<file path="config.mk">
export PLATFORM = sky130hd
export DESIGN_NAME = fetch_buffer_flat
export DESIGN_NICKNAME = d
export VERILOG_FILES = /design/src/rtl/fetch_buffer_pkg.sv /design/src/rtl/fetch_buffer_if.sv /design/src/rtl/fetch_buffer_mem.sv /design/src/rtl/fetch_buffer.sv /design/src/flat_wrapper.sv
export SDC_FILE = /design/constraint.sdc
export NUM_CORES = 2
export LEC_CHECK = 0
export ABC_AREA = 0
export CAP_MARGIN = 20
export CORE_ASPECT_RATIO = 1.1
export CORE_UTILIZATION = 50
export CTS_BUF_LIST = sky130_fd_sc_hd__clkbuf_16
export CTS_CLUSTER_SIZE = 25
export DETAILED_ROUTE_END_ITERATION = 8
export PLACE_DENSITY = 0.74
export SYNTH_ARGS = -nofsm -noshare
export SYNTH_HDL_FRONTEND = slang
export SYNTH_SLANG_ARGS = --single-unit
</file>
<file path="constraint.sdc">
create_clock -name clk -period 12 [get_ports clk]
set_input_delay 3 -clock clk [delete_from_list [all_inputs] [get_ports clk]]
set_output_delay 3 -clock clk [all_outputs]
set_load 0.01 [all_outputs]
</file>
<file path="src/rtl/fetch_buffer_pkg.sv">
// Shared entry geometry for the fetch buffer and its neighbours.
package fetch_buffer_pkg;

  localparam int BRANCH_TAKEN_W  = 1;
  localparam int BRANCH_ADDR_W   = 32;
  localparam int ID_W            = 4;
  localparam int INSTR_W         = 32;
  localparam int PC_W            = 32;
  localparam int IQ_ENTRY_SIZE   = BRANCH_TAKEN_W + BRANCH_ADDR_W + ID_W + INSTR_W + PC_W;
  localparam int NUM_IQ_ENTRIES  = 8;

  // Issue queue free count clipped to the two push slots we can use.
  function automatic logic [1:0] sat2(input logic [3:0] v);
    return (v >= 4'd2) ? 2'd2 : v[1:0];
  endfunction

endpackage

</file>
<file path="src/rtl/fetch_buffer_if.sv">
// Fetch-side and issue-queue-side handshake bundle of the fetch buffer.
interface fetch_buffer_if #(
  parameter int DEPTH = 8,
  parameter int WIDTH = fetch_buffer_pkg::IQ_ENTRY_SIZE
);
  localparam int CW = $clog2(DEPTH) + 1;

  logic             flush;
  logic             in_vld0;
  logic [WIDTH-1:0] in_data0;
  logic             in_vld1;
  logic [WIDTH-1:0] in_data1;
  logic             in_rdy;
  logic [3:0]       iq_free;
  logic             push0;
  logic [WIDTH-1:0] push_data0;
  logic             push1;
  logic [WIDTH-1:0] push_data1;
  logic [CW-1:0]    count;

  modport master (
    output flush, in_vld0, in_data0, in_vld1, in_data1, iq_free,
    input  in_rdy, push0, push_data0, push1, push_data1, count
  );

  modport slave (
    input  flush, in_vld0, in_data0, in_vld1, in_data1, iq_free,
    output in_rdy, push0, push_data0, push1, push_data1, count
  );

endinterface

</file>
<file path="src/rtl/fetch_buffer_mem.sv">
// Entry storage: two write ports, two asynchronous read ports.
module fetch_buffer_mem #(
  parameter int DEPTH = 8,
  parameter int WIDTH = 8
) (
  input  logic                     clk,
  input  logic                     rst_n,
  input  logic                     we0,
  input  logic [$clog2(DEPTH)-1:0] waddr0,
  input  logic [WIDTH-1:0]         wdata0,
  input  logic                     we1,
  input  logic [$clog2(DEPTH)-1:0] waddr1,
  input  logic [WIDTH-1:0]         wdata1,
  input  logic [$clog2(DEPTH)-1:0] raddr0,
  input  logic [$clog2(DEPTH)-1:0] raddr1,
  output logic [WIDTH-1:0]         rdata0,
  output logic [WIDTH-1:0]         rdata1
);

  logic [WIDTH-1:0] mem [DEPTH];

  // The two write addresses are always distinct consecutive slots.
  always_ff @(posedge clk or negedge rst_n) begin
    if (!rst_n) begin
      for (int i = 0; i < DEPTH; i++) mem[i] <= '0;
    end else begin
      if (we0) mem[waddr0] <= wdata0;
      if (we1) mem[waddr1] <= wdata1;
    end
  end

  assign rdata0 = mem[raddr0];
  assign rdata1 = mem[raddr1];

endmodule

</file>
<file path="src/rtl/fetch_buffer.sv">
// 2-wide in-order decoupling FIFO between fetch and the issue queue.
// Optional same-cycle forwarding when FETCH_BUFFER_BYPASS_EN is defined.
module fetch_buffer
  import fetch_buffer_pkg::*;
#(
  parameter int DEPTH = 8,
  parameter int WIDTH = IQ_ENTRY_SIZE
) (
  input logic         clk,
  input logic         rst_n,
  fetch_buffer_if.slave bus
);

  localparam int PW = $clog2(DEPTH);
  localparam int CW = PW + 1;

`ifdef FETCH_BUFFER_BYPASS_EN
  localparam bit BYPASS = 1'b1;
`else
  localparam bit BYPASS = 1'b0;
`endif

  logic [PW-1:0]    rd_ptr, wr_ptr;
  logic [CW-1:0]    occ;
  logic [CW-1:0]    tot;
  logic             in_rdy;
  logic [1:0]       n_in, free2, avail, n_push, n_pop, used_in, n_wr;
  logic [WIDTH-1:0] rdata0, rdata1, wdata0;
  logic [WIDTH-1:0] data0, data1;

  assign in_rdy = !bus.flush && (occ <= CW'(DEPTH - 2));

  // Pushes draw from a virtual queue: stored entries first, then (with
  // forwarding) this cycle's incoming entries; whatever is not pushed is stored.
  always_comb begin
    n_in = 2'd0;
    if (in_rdy && bus.in_vld0) n_in = bus.in_vld1 ? 2'd2 : 2'd1;
    free2   = sat2(bus.iq_free);
    tot     = BYPASS ? (occ + CW'(n_in)) : occ;
    avail   = (tot >= CW'(2)) ? 2'd2 : tot[1:0];
    n_push  = bus.flush ? 2'd0 : ((free2 < avail) ? free2 : avail);
    n_pop   = (occ >= CW'(n_push)) ? n_push : occ[1:0];
    used_in = n_push - n_pop;
    n_wr    = n_in - used_in;
    wdata0  = (used_in == 2'd0) ? bus.in_data0 : bus.in_data1;
  end

  always_comb begin
    data0 = '0;
    data1 = '0;
    if (n_push != 2'd0) data0 = (occ != '0) ? rdata0 : bus.in_data0;
    if (n_push == 2'd2) begin
      if (occ >= CW'(2))      data1 = rdata1;
      else if (occ == CW'(1)) data1 = bus.in_data0;
      else                    data1 = bus.in_data1;
    end
  end

  fetch_buffer_mem #(.DEPTH(DEPTH), .WIDTH(WIDTH)) u_mem (
    .clk    (clk),
    .rst_n  (rst_n),
    .we0    (n_wr != 2'd0),
    .waddr0 (wr_ptr),
    .wdata0 (wdata0),
    .we1    (n_wr == 2'd2),
    .waddr1 (wr_ptr + PW'(1)),
    .wdata1 (bus.in_data1),
    .raddr0 (rd_ptr),
    .raddr1 (rd_ptr + PW'(1)),
    .rdata0 (rdata0),
    .rdata1 (rdata1)
  );

  always_ff @(posedge clk or negedge rst_n) begin
    if (!rst_n) begin
      rd_ptr <= '0;
      wr_ptr <= '0;
      occ    <= '0;
    end else if (bus.flush) begin
      rd_ptr <= '0;
      wr_ptr <= '0;
      occ    <= '0;
    end else begin
      rd_ptr <= rd_ptr + PW'(n_pop);
      wr_ptr <= wr_ptr + PW'(n_wr);
      occ    <= occ + CW'(n_wr) - CW'(n_pop);
    end
  end

  assign bus.in_rdy     = in_rdy;
  assign bus.push0      = (n_push != 2'd0);
  assign bus.push1      = (n_push == 2'd2);
  assign bus.push_data0 = data0;
  assign bus.push_data1 = data1;
  assign bus.count      = occ;

endmodule

</file>
<file path="src/flat_wrapper.sv">
// flat-port wrapper written by rule: the top's interface ports become plain ports
module fetch_buffer_flat import fetch_buffer_pkg::*;
#(
  parameter int DEPTH = 8,
  parameter int WIDTH = IQ_ENTRY_SIZE
)
  (clk, rst_n, bus_flush, bus_in_vld0, bus_in_data0, bus_in_vld1, bus_in_data1, bus_iq_free, bus_in_rdy, bus_push0, bus_push_data0, bus_push1, bus_push_data1, bus_count);
  fetch_buffer_if #(.DEPTH(DEPTH), .WIDTH(WIDTH)) bus_i ();
  input logic clk;
  input logic rst_n;
  input wire logic [$bits(bus_i.flush)-1:0] bus_flush;
  input wire logic [$bits(bus_i.in_vld0)-1:0] bus_in_vld0;
  input wire logic [$bits(bus_i.in_data0)-1:0] bus_in_data0;
  input wire logic [$bits(bus_i.in_vld1)-1:0] bus_in_vld1;
  input wire logic [$bits(bus_i.in_data1)-1:0] bus_in_data1;
  input wire logic [$bits(bus_i.iq_free)-1:0] bus_iq_free;
  output wire logic [$bits(bus_i.in_rdy)-1:0] bus_in_rdy;
  output wire logic [$bits(bus_i.push0)-1:0] bus_push0;
  output wire logic [$bits(bus_i.push_data0)-1:0] bus_push_data0;
  output wire logic [$bits(bus_i.push1)-1:0] bus_push1;
  output wire logic [$bits(bus_i.push_data1)-1:0] bus_push_data1;
  output wire logic [$bits(bus_i.count)-1:0] bus_count;
  assign bus_i.flush = bus_flush;
  assign bus_i.in_vld0 = bus_in_vld0;
  assign bus_i.in_data0 = bus_in_data0;
  assign bus_i.in_vld1 = bus_in_vld1;
  assign bus_i.in_data1 = bus_in_data1;
  assign bus_i.iq_free = bus_iq_free;
  assign bus_in_rdy = bus_i.in_rdy;
  assign bus_push0 = bus_i.push0;
  assign bus_push_data0 = bus_i.push_data0;
  assign bus_push1 = bus_i.push1;
  assign bus_push_data1 = bus_i.push_data1;
  assign bus_count = bus_i.count;
  fetch_buffer #(.DEPTH(DEPTH), .WIDTH(WIDTH)) u_core (.clk(clk), .rst_n(rst_n), .bus(bus_i));
endmodule
</file>
# After elaboration in Yosys (flattened, before gate mapping)
# Cells that the tools add are included.
totals:
  elab_cells: 76
  out_inout_bits: 209
  reg_bits: 818
  inputBits: 211
op_classes:
  n_bitwise: 4
  n_lt_le_gt_ge: 11
  muxes: 30
  add_sub_neg: 8
  reduce_logical: 9
  n_eq_ne: 3
op_table:
  columns: ["op", "count"]
  rows:
  - ["$bwmux W808", 2]
  - ["$mux W808", 2]
  - ["$mux W101", 12]
  - ["$bmux W101 S3", 2]
  - ["$demux W101 S3", 2]
  - ["$ge A4 B4 Y1 const B", 4]
  - ["$not A3 Y4", 4]
  - ["$mux W2", 7]
  - ["$ge A4 B2 Y1 const B", 2]
  - ["$lt A4 B1 Y1 const B", 2]
  - ["$add A3 B1 Y3 const B", 2]
  - ["$add A3 B2 Y3", 2]
  - ["$mux W3", 2]
  - ["$add A4 B2 Y4", 1]
  - ["$eq A2 B2 Y1 const B", 2]
  - ["$eq A4 B1 Y1 const B", 1]
  - ["$ge A4 B2 Y1", 1]
  - ["$le A4 B3 Y1 const B", 1]
  - ["$logic_and A1 B1 Y1", 4]
  - ["$mux W4", 1]
  - ["$reduce_bool A2 Y1", 2]
  - ["$reduce_bool A4 Y1", 1]
  - ["$sub A2 B2 Y2", 2]
  - ["$sub A4 B2 Y4", 1]
  - ["other kinds (3)", 3]

# Logic depth before layout (Yosys ltp)
depth:
  ltp_word: 14
  mapped_depth: 30
  mapped_depth_nobuf: 25

# Modules after synthesis
# From an unflattened synthesis, not the netlist that was laid out.
unflattened:
  cells_unflattened: 5330
  area_unflattened_um2: 55874.8
modules_own_cells:
  columns: ["mod", "area_each_um2", "cells_per_inst", "instances", "seq_area_each_um2"]
  rows:
  - ["fetch_buffer_mem", 49655.1, 4432, 1, 20219.4]
  - ["fetch_buffer", 6219.7, 898, 1, 250.2]

# Worst setup path before layout
# OpenSTA, ideal clock, no wires.
synth_timing:
  path_type: "input -> register"
  from: "input port bus_iq_free[3]"
  to: "register u_core.occ[3], in the netlist u_core.bus.count[3]"
  required_ns: 11.868
  cell_stages: 26
  setup_ns: 0.132
  n_path_buf: 3
  arrival_time_ns: 8.166
  slack_ns: 3.702
  path_cell_list: "nor3_1 -> inv_1 -> ha_1 -> nand2b_1 -> a211oi_1 -> ha_1 -> nand2b_1 -> a21oi_1 -> nand2_1 -> o21ai_0 -> ha_1 -> inv_1 -> clkbuf_1 -> clkbuf_1 -> clkbuf_1 -> ha_1 -> xor2_2 -> xnor2_4 -> inv_4 -> fa_1 -> inv_1 -> ha_1 -> a21o_1 -> a21oi_1 -> xnor2_1 -> nor2_1"
synth_via:
  elab_chain_cells: 12
synth_rtl:
  columns: ["element", "line_no", "text"]
  rows:
  - ["from (decl)", "flat_wrapper.sv:16", "input wire logic [$bits(bus_i.iq_free)-1:0] bus_iq_free;"]
  - ["$ge A4 B2 Y1 (*)", "fetch_buffer_pkg.sv:14", "return (v >= 4'd2) ? 2'd2 : v[1:0];"]
  - ["$mux W2 (*)", "fetch_buffer_pkg.sv:14", null]
  - ["$lt A2 B2 Y1", "fetch_buffer.sv:41", "n_push = bus.flush ? 2'd0 : ((free2 < avail) ? free2 : avail);"]
  - ["$mux W2 (*) (2 in series)", "fetch_buffer.sv:41", null]
  - ["$ge A4 B2 Y1", "fetch_buffer.sv:42", "n_pop = (occ >= CW'(n_push)) ? n_push : occ[1:0];"]
  - ["$mux W2", "fetch_buffer.sv:42", null]
  - ["$sub A2 B2 Y2", "fetch_buffer.sv:43", "used_in = n_push - n_pop;"]
  - ["$sub A2 B2 Y2", "fetch_buffer.sv:44", "n_wr = n_in - used_in;"]
  - ["$add A4 B2 Y4", "fetch_buffer.sv:86", "occ <= occ + CW'(n_wr) - CW'(n_pop);"]
  - ["$sub A4 B2 Y4 (*)", "fetch_buffer.sv:86", null]
  - ["$mux W4 (*)", "fetch_buffer.sv:79", "end else if (bus.flush) begin"]
  - ["to (signal assigned)", "fetch_buffer.sv:86", null]
  - ["to (decl)", "fetch_buffer.sv:24", "logic [CW-1:0] occ;"]
# Every way passes the cells marked *; elsewhere a longest branch is shown, timed or not.

# Worst setup path after layout
layout_timing:
  from: "input port bus_iq_free[2]"
  to: "output port bus_push_data0[78]"
layout_via:
  elab_chain_cells: 7
layout_rtl:
  columns: ["element", "line_no", "text"]
  rows:
  - ["$ge A4 B2 Y1 (*)", "fetch_buffer_pkg.sv:14", null]
  - ["$mux W2 (*)", "fetch_buffer_pkg.sv:14", null]
  - ["$lt A2 B2 Y1", "fetch_buffer.sv:41", null]
  - ["$mux W2 (*) (2 in series)", "fetch_buffer.sv:41", null]
  - ["$reduce_bool A2 Y1 (*)", "fetch_buffer.sv:51", "if (n_push != 2'd0) data0 = (occ != '0) ? rdata0 : bus.in_data0;"]
  - ["$mux W101 (*)", "fetch_buffer.sv:51", null]
  - ["to (decl)", "flat_wrapper.sv:19", "output wire logic [$bits(bus_i.push_data0)-1:0] bus_push_data0;"]
# Marks and branches as above.

==> results.toml <==
[run_status]
status = "finished clean"

[logic_synthesis]
syn-num-nets = 4814
ys_seq_elements = 818
yosysMostFrequentCell = "dfrtp_1"
synth_edf_count = 0
synth_top_cell_by_area = "dfrtp_1"
synth_cell_types = 48
synthFlopType = "dfrtp_1"
syn_area_um2 = 52900
synth_top_area_share_pct = 38.7
async_flop_share_pct = 100
yosysSeqAreaShare_pct = 38.7
yosysWarnings = 0
syn_inst = 4583
synthTopCellsByCount = "818 x dfrtp_1, 783 x nand3_1, 720 x o221a_1"
yosys-top-cells-area = "dfrtp_1 39%, mux4_2 17%, o221a_1 15%"
syn_area_per_cell_um2 = 11.5

[sta]
setup_viol = 0
timing.slew.headroom_pct = 18.6
setup_slack_ns = 2.10
timing_hold_violations_final = 0
finalCriticalPeriod_ns = 9.90
period_share_pct = 82.5
tightest_slew_ns = 1.22
setup_tns_ns = 0
finClkSkew_ns = 0.0288
fmax_mhz = 101
finalMaxSlewViolations = 0
holdWs_ns = 0.575
rsz0062_at_grt = "false"

[layout]
fin_cells = 5956
multiInputGateArea_um2 = 29100
n_fill_cell = 8427
area_growth_pct = 12.4
final-seq-area_um2 = 20500
nets = 4728
drive_gt1_share_pct = 16.6

[drt]
dr.pass1.iters = 8
ant_nets = 0
vias = 46864
routed_wl_um = 203000
drtIter0Drc = 6948
wl_per_cell_um = 34.0
via_per_inst = 7.87
drc = 0

[critical_path]
cp_top_family = "buffers and inverters"
path_class = "input pin to primary output"
start_kind = "input pin"
r2r-start = "u_core.bus.count[2]"
path_cells = "clkdlybuf4s50_1, nor3_1, inv_1, ha_1, nand2b_1, a211oi_1, nor2_4, buf_4, a311oi_1, clkdlybuf4s50_1"
cp-end-kind = "primary output"
cpPeakStageDelay_ns = 0.85
required_ns = 9.00
critical_path.slowest_cell = "a311oi_1"
cp_common_cell = "clkdlybuf4s50_1"
worst-path-buf-inv = 4
r2r-end = "u_core.u_mem.mem[211]"
crit_cells = 10
reg2reg_depth = 22
crit_path_max_fanout = 45
arrival_ns = 6.90
r2r_setup_slack_ns = 3.63

[place]
pre_cts_slack_ns = 1.80
dp_cells = 5794
portBuffers = 419
dp_hpwl_um = 106000
place_congestion = 0.859

[die]
start_util_pct = 50.6
rows = 124
fp.dieW_um = 312
die_area_um2 = 107000
ios = 420
core-area_um2 = 104000
die_y_um = 343

[clocking]
ctsHtreeMaxLevel = 3
cts_root_buffer = "clkbuf_16"
clock_sinks = 818
cts_tree = "done"
clockBufferDepth = 3
clock_latency_ns = 0.67
post_cts_buffers = 0
clk_pin_slew_ns = 0.06
cts_made_buffers = 87
cts_hold_buf = 0
cts_repair_resize_count = 0

[run]
max-cap-violations = 0

[power]
leakage_nw = 19.4
p_per_area_nw_per_um2 = 351
ir_worst_vdd_mv = 0.561
power_mw = 20.9

[worst_hold_path]
worstHoldStart = "u_core.u_mem.mem[379]"
min_to = "u_core.u_mem.mem[379]"
hold_depth = 1
hold_path_class = "flop to flop"

[global_routing]
grt-ovfl-total = 0
grt_pass1_wl_um = 302000
grt_max_degree = 217
antenna_found_initial = 8
grt_usage_pct = 37.1
first_global_vias = 46446
per-stage QoR:
| step | utilization, % | cell area (um2) |
|---|---|---|
| after CTS | 56.9 | 59400 |
| final | 56.9 | 59400 |
| after floorplan | - | 52900 |
| after detailed placement | 54.2 | 56600 |
| after global routing | 56.9 | 59400 |
| after global placement | 54.2 | 56600 |
how the worst max path moves through the flow:
stage | startpoint | slack (ns) | to
6_report | bus_iq_free[2] | 2.10 | bus_push_data0[78]
5_1_grt | bus_iq_free[3] | 1.97 | u_core.u_mem.mem[644]
4_1_cts | bus_iq_free[2] | 2.26 | bus_push_data0[41]
3_5_place_dp | bus_iq_free[2] | 1.80 | u_core.u_mem.mem[218]
3_3_place_gp | bus_iq_free[2] | 1.84 | u_core.u_mem.mem[207]
2_1_floorplan | bus_iq_free[3] | 3.70 | u_core.bus.count[3]
worst reg2reg max path, stage by stage (launching register included):
cell      delay, ns
dfrtp_1        0.51
inv_1          0.13
ha_1           0.23
nand2_1        0.36
inv_8          0.33
ha_1           0.35
nand2b_1       0.14
a211oi_1       0.57
ha_1           0.34
nand2b_1       0.17
a21oi_1        0.28
nand2_1        0.09
o21ai_0        0.19
ha_1           0.33
inv_4          0.75
ha_1           0.90
inv_2          0.43
or3_1          0.45
nor2_1         0.30
nor2_1         0.12
a21oi_4        0.16
buf_4          0.79
o221a_2        0.35
registers in the layout, indices dropped and copies added, names as in the netlist:
register,cells
u_core.u_mem.mem,808
u_core.rd_ptr,3
u_core.bus.count,4
u_core.wr_ptr,3
layout make-up:
class | instances | area share (%)
multi-input combinational | 3057 | 49.1
sequential | 818 | 34.5
timing repair buffer | 513 | 8.59
clock buffer | 91 | 3.83
tap | 1386 | 2.92
clock inverter | 69 | 0.927
inverter | 20 | 0.152
antenna | 2 | 0.00843
where the power goes:
group	total, mW	switching [mW]	leakage, nW	internal, mW
Combinational	12.8	7.27	8.72	5.51
Clock	2.76	1.20	1.45	1.56
Sequential	5.31	1.19	9.23	4.12
cells in the final DEF, fill, tap and decap left out, drive strengths merged, types with 40 or more instances in the layout:
cell and count:
nand3 783, buf 95, nor2 224, clkbuf 91, o221a 808, clkdlybuf4s50 418, mux4 404, a211oi 203
mux2i 101, a311oi 101, nand2 211, clkinv 40, dfrtp 818, nor2b 108
cell families (layout without fill, tap and decap cells):
family	Yosys count	in the layout	share of synthesized area, %
buffers and inverters	708	693	6.66
AO/OA/AOI/OAI	1140	1140	22.3
adder cells (fa/ha/maj)	20	20	0.530
other	0	2	0
XOR/XNOR	10	10	0.215
AND/OR/NAND/NOR	1381	1381	12.5
multiplexers	506	506	19.1
flip-flops	818	818	38.7
layer usage:
layer  up-vias  part of all wire (%)  GRT usage (%)
met5         -                 0.039              0
met4        12                   4.9           17.5
met3       786                    14           11.0
met2      3956                    45           55.5
met1     23667                    37           49.5
li1      18443                     -              -
No activity file was read; power rests on OpenSTA's default activity.
